==> src/rtl/sc_adder_chain_ctrl.sv <==
// Sequencer for a stochastic adder chain: flush, pipeline fill, timed run
// and ones-count of the chain output, plus the LFSR that drives the selects.
// Ports: clk, rst (async, active-low), start/abort/len control, sum_in
// bitstream in; sel, src_en, flush, busy, done, count out.
// Optional macro SC_CTRL_SEED_EN adds a 16-bit seed input.
module sc_adder_chain_ctrl #(
  parameter int N     = 4,
  parameter int LEN_W = 8
) (
  input  logic             clk,
  input  logic             rst,
  input  logic             start,
  input  logic             abort,
  input  logic [LEN_W-1:0] len,
`ifdef SC_CTRL_SEED_EN
  input  logic [15:0]      seed,
`endif
  input  logic             sum_in,
  output logic [N-2:0]     sel,
  output logic             src_en,
  output logic             flush,
  output logic             busy,
  output logic             done,
  output logic [LEN_W-1:0] count
);

  localparam logic [15:0] DEF_SEED = 16'hACE1;
  localparam int          FW       = 5;

  typedef enum logic [2:0] {
    S_IDLE,
    S_FLUSH,
    S_FILL,
    S_RUN,
    S_DONE
  } state_t;

  state_t           state_q, state_d;
  logic [LEN_W-1:0] rem_q, rem_d;
  logic [FW-1:0]    fill_q, fill_d;
  logic [LEN_W-1:0] count_q, count_d;
  logic [15:0]      lfsr_q, lfsr_d;
  logic [15:0]      seed_v;
  logic             flush_q, flush_d;
  logic             src_en_q, src_en_d;
  logic             busy_q, busy_d;
  logic             done_q, done_d;
  logic             fb;

`ifdef SC_CTRL_SEED_EN
  logic [15:0] seed_q, seed_d;
  assign seed_v = seed_q;
`else
  assign seed_v = DEF_SEED;
`endif

  // taps 16,14,13,11 -> bits 0,2,3,5 of a right-shifting register
  assign fb = lfsr_q[0] ^ lfsr_q[2] ^ lfsr_q[3] ^ lfsr_q[5];

  always_comb begin
    state_d = state_q;
    rem_d   = rem_q;
    fill_d  = fill_q;
    count_d = count_q;
    lfsr_d  = lfsr_q;
`ifdef SC_CTRL_SEED_EN
    seed_d  = seed_q;
`endif
    if (src_en_q) lfsr_d = {fb, lfsr_q[15:1]};
    unique case (state_q)
      S_IDLE: begin
        if (start) begin
          count_d = '0;
`ifdef SC_CTRL_SEED_EN
          seed_d  = (seed == 16'h0) ? DEF_SEED : seed;
`endif
          if (len == '0) begin
            state_d = S_DONE;
          end else begin
            state_d = S_FLUSH;
            rem_d   = len;
          end
        end
      end
      S_FLUSH: begin
        lfsr_d = seed_v;
        fill_d = FW'(N - 2);
        if (abort)       state_d = S_IDLE;
        else if (N == 2) state_d = S_RUN;
        else             state_d = S_FILL;
      end
      S_FILL: begin
        if (abort) begin
          state_d = S_IDLE;
        end else if (fill_q == FW'(1)) begin
          state_d = S_RUN;
        end else begin
          fill_d = fill_q - FW'(1);
        end
      end
      S_RUN: begin
        if (abort) begin
          state_d = S_IDLE;
        end else begin
          if (sum_in) count_d = count_q + LEN_W'(1);
          if (rem_q == LEN_W'(1)) state_d = S_DONE;
          else rem_d = rem_q - LEN_W'(1);
        end
      end
      S_DONE: state_d = S_IDLE;
      default: state_d = S_IDLE;
    endcase
    // outputs are registered from the next state
    flush_d  = (state_d == S_FLUSH);
    src_en_d = (state_d == S_FILL) || (state_d == S_RUN);
    busy_d   = (state_d != S_IDLE);
    done_d   = (state_d == S_DONE);
  end

  always_ff @(posedge clk or negedge rst) begin
    if (!rst) begin
      state_q  <= S_IDLE;
      rem_q    <= '0;
      fill_q   <= '0;
      count_q  <= '0;
      lfsr_q   <= DEF_SEED;
      flush_q  <= 1'b0;
      src_en_q <= 1'b0;
      busy_q   <= 1'b0;
      done_q   <= 1'b0;
`ifdef SC_CTRL_SEED_EN
      seed_q   <= DEF_SEED;
`endif
    end else begin
      state_q  <= state_d;
      rem_q    <= rem_d;
      fill_q   <= fill_d;
      count_q  <= count_d;
      lfsr_q   <= lfsr_d;
      flush_q  <= flush_d;
      src_en_q <= src_en_d;
      busy_q   <= busy_d;
      done_q   <= done_d;
`ifdef SC_CTRL_SEED_EN
      seed_q   <= seed_d;
`endif
    end
  end

  for (genvar i = 0; i < N - 1; i++) begin : g_sel
    assign sel[i] = lfsr_q[(5 * i) % 16];
  end

  assign flush  = flush_q;
  assign src_en = src_en_q;
  assign busy   = busy_q;
  assign done   = done_q;
  assign count  = count_q;

endmodule
==> config.mk <==
export PLATFORM = sky130hd
export DESIGN_NAME = sc_adder_chain_ctrl
export DESIGN_NICKNAME = d
export VERILOG_FILES = /design/src/rtl/sc_adder_chain_ctrl.sv
export SDC_FILE = /design/constraint.sdc
export NUM_CORES = 1
export LEC_CHECK = 0
export ABC_AREA = 1
export BUFFER_PORTS_ARGS = -buffer_cell sky130_fd_sc_hd__buf_2
export CAP_MARGIN = 20
export CORE_MARGIN = 5
export CORE_UTILIZATION = 48
export CTS_CLUSTER_DIAMETER = 100
export DETAILED_ROUTE_END_ITERATION = 10
export GPL_ROUTABILITY_DRIVEN = 0
export PLACE_DENSITY_LB_ADDON = 0.15
export SETUP_SLACK_MARGIN = 0.3
export SKIP_LAST_GASP = 1
export SLEW_MARGIN = 20
export SYNTH_ARGS = -nofsm -noshare
export SYNTH_HDL_FRONTEND = slang
export SYNTH_SLANG_ARGS = --single-unit
==> constraint.sdc <==
create_clock -name clk -period 1.75 [get_ports clk]
set_input_delay 0.2625 -clock clk [delete_from_list [all_inputs] [get_ports clk]]
set_output_delay 0.2625 -clock clk [all_outputs]
set_load 0.1 [all_outputs]
==> impl_metrics.ini <==
[critical_path]
critical_path.cell_chain = buf_2
critical_path_end_type = output port
critical_path.top_delay_family = flip-flops
worst_setup_path_start_kind = flip-flop
max_stage_delay_ns = 0.43
rr_startpoint = state_q[2]$_DFF_PN0_
timing_worst_setup_path_type = reg -> out
critical_path.n_buffers_inverters = 1
critPathLaunch = count[1]$_DFFE_PN0P_
crit_path_top_delay_cell = sky130_fd_sc_hd__dfrtp_4
critPathRequiredTime_ns = 1.49
cp.arrival_ns = 1.15
highest_fanout_seen_on_the_critical_path = 4

[global_routing]
globalRouteMet1Util_pct = 20.9
grt_first_pass_wirelength_um = 8270
grt.busiest_layer = met2
grt_use_met3_pct = 4.66
groute.layer.met2.usage_pct = 25.7
grt_pass1_vias = 1829
maximum_number_of_pins_on_one_net_before_global_route_repair = 45
gr-usage-all-layers_pct = 16.1
number_of_antenna_violations_at_the_first_check_in_global_routing = 0
globalRoute.totalOverflow = 0

[synthesis]
netlist_instances = 303
syn-cell-area_um2 = 2440
synth_enable_flop_cells = 0
yosys-top-cells-count = sky130_fd_sc_hd__nand2_1 (69), sky130_fd_sc_hd__inv_1 (39), sky130_fd_sc_hd__dfrtp_1 (36)
yosys.area.top_type_share_pct = 36.8
yosys_register_bits = 44
synth_flop_cell = sky130_fd_sc_hd__dfrtp_1
yosys.cell_types.count = 31
synth_async_sr_flop_share_pct = 100
synth.top_cells.by_area = sky130_fd_sc_hd__dfrtp_1 (37%), sky130_fd_sc_hd__nand2_1 (11%), sky130_fd_sc_hd__dfstp_2 (8.6%)
postSynthNetCount = 321
yosysWarningCount = 0
avgSynthCellArea_um2 = 8.07
yosys.cell_count.top_type = sky130_fd_sc_hd__nand2_1
yosysSeqAreaShare_pct = 45.4
synth_largest_area_cell = sky130_fd_sc_hd__dfrtp_1

[power_and_ir_drop]
sequentialPowerShare_pct = 36.5
total_power_mw = 4.58
power.combinational.fraction_pct = 49.8
clock_power_share_pct = 13.7
power.internal_mw = 2.40
p_leak_nw = 1.43
netSwitchingFraction_pct = 47.5
switchingPower_mw = 2.17
power.density_nw_per_um2 = 1590
ir_drop_mv = 0.687

[min_path]
worst_hold_path_type = in -> reg
hp-start = abort

[final_layout]
area_delta_synth_final_pct = 18.0
num-fill-cells = 503
finalNonFillerCells = 410
n_antenna_cell = 0
multi_input_area_um2 = 1150
fin_nets = 357
utilization_pct = 57.2
sequential_cell_area_um2 = 1130
drive_gt1_share_pct = 30.0

[outcome]
status = finished clean

[die]
boundaryPins = 28
design.die.area_um2 = 6620
initial_core_util_pct = 48.5
core-area_um2 = 5040
die_height_um = 81.4
die_w_um = 81.4
std_cell_rows = 26

[clocking]
cts.sinks = 44
cts.htree.levels = 2
ctsRootBufferMaster = sky130_fd_sc_hd__clkbuf_8
clkSlewWorstSetupHoldPaths_ns = 0.08
worst_skew_pair.late_latency_ns = 0.30
tritoncts = yes
cts_inserted_buffers = 5
cts_buffer_depth = 2

[detailed_routing]
wl_per_cell_um = 12.2
drt_drc_violations_left = 0
route.final.wire_length_um = 5020
drtPass1Iterations = 4
first_iter_violations = 99
drt.antenna.violating_nets = 0
detail_route.vias_per_cell = 4.86
dr_total_vias = 1993

[timing]
fin_worst_skew_ns = 0.00652
max_clock_freq_mhz = 707
timing_worst_slew_pin_value_ns = 0.491
hold_viol = 0
final_setup_vio_count = 0
rsz0062_at_grt = yes
final.hold.worst_slack_ns = 0.259
final.min_clock_period_ns = 1.41
setup_tns_ns = 0
worst_case_headroom_to_the_max_slew_limit_pct = 67.5
timing_max_transition_violations_final = 0
finalCritPeriodShare_pct = 80.9

[placement]
dp_hpwl_um = 3360
port_buffers = 27
numPlacedInstances = 394

[run]
timing.max_cap.violations = 0
## layer usage
metal | vias up | wire (um)
met5 | - | 0
met4 | 0 | 61
li1 | 1038 | -
met3 | 6 | 228
met1 | 913 | 2350
met2 | 36 | 2380
## flip-flops by register name (all words and copies together) (netlist names)
| signal | flops |
|---|---|
| busy | 1 |
| done | 1 |
| lfsr_q | 16 |
| state_q | 3 |
| flush | 1 |
| rem_q | 8 |
| src_en | 1 |
| fill_q | 5 |
| count | 8 |
## cell type report
class,count,share of cell area (%)
clock buffer,6,2.52
clock inverter,2,0.434
inverter,43,6.03
multi-input combinational,207,39.9
sequential,44,39.2
tap,70,3.04
timing repair buffer,38,8.94
## power by group through the flow
stage	combinational (mW)	sequential (mW)	clock (mW)
floorplan	1.56	1.84	0
global placement	2.03	1.66	0
detailed placement	2.07	1.67	0
CTS	2.16	1.66	0.659
global route	2.54	1.72	0.703
finish	2.28	1.67	0.629
## final timing paths
path	cells past startpoint	to	slack [ns]
max	1	count[1]	0.34
min	4	state_q[0]$_DFF_PN0_	0.26
max reg2reg	9	rem_q[6]$_DFFE_PN0P_	0.36
min reg2reg	2	lfsr_q[3]$_DFFE_PN0P_	0.49
max in group asynchronous	3	lfsr_q[13]$_DFFE_PN1P_	1.01
min in group asynchronous	3	busy$_DFF_PN0_	0.46
## cells in the final DEF (no fill, tap or decap), drive strengths merged
cell type and instances:
inv 43, buf 34, ha 5, clkinvlp 1, nand3 16, nand2 78
o21ai 34, a21oi 5, nor3 1, a31oi 8, clkbuf 9, nor2 34
xnor2 1, dlygate4sd3 1, o21bai 3, nand4 6, nand3b 3, or2 3
xor2 7, dfstp 8, clkinv 1, o211ai 3, dfrtp 36
## metrics by stage
step | setup WS (ns) | instance area (um2)
floorplan | 0.272 | 2470
global placement | 0.277 | 2660
detailed placement | 0.248 | 2660
CTS | 0.298 | 2810
global route | 0.252 | 2880
finish | 0.335 | 2880
## logic make-up after synthesis
kind of cell | count (synthesis) | share of synthesized area [%]
AND/OR/NAND/NOR | 141 | 25.9
flip-flops | 44 | 45.4
buffers and inverters | 53 | 9.83
XOR/XNOR | 8 | 2.87
adder cells (fa/ha/maj) | 5 | 2.56
AO/OA/AOI/OAI | 52 | 13.4
## timing repair
item | CTS | global route
pin swaps | 1 | 3
resized for setup | 8 | 21
endpoints found under the setup margin | 13 | 35
hold buffers | 1 | 0
gates cloned | 0 | 1
setup buffers | 4 | 2
hold endpoints to repair | 36 | 0
No activity file was read; power rests on OpenSTA's default activity.
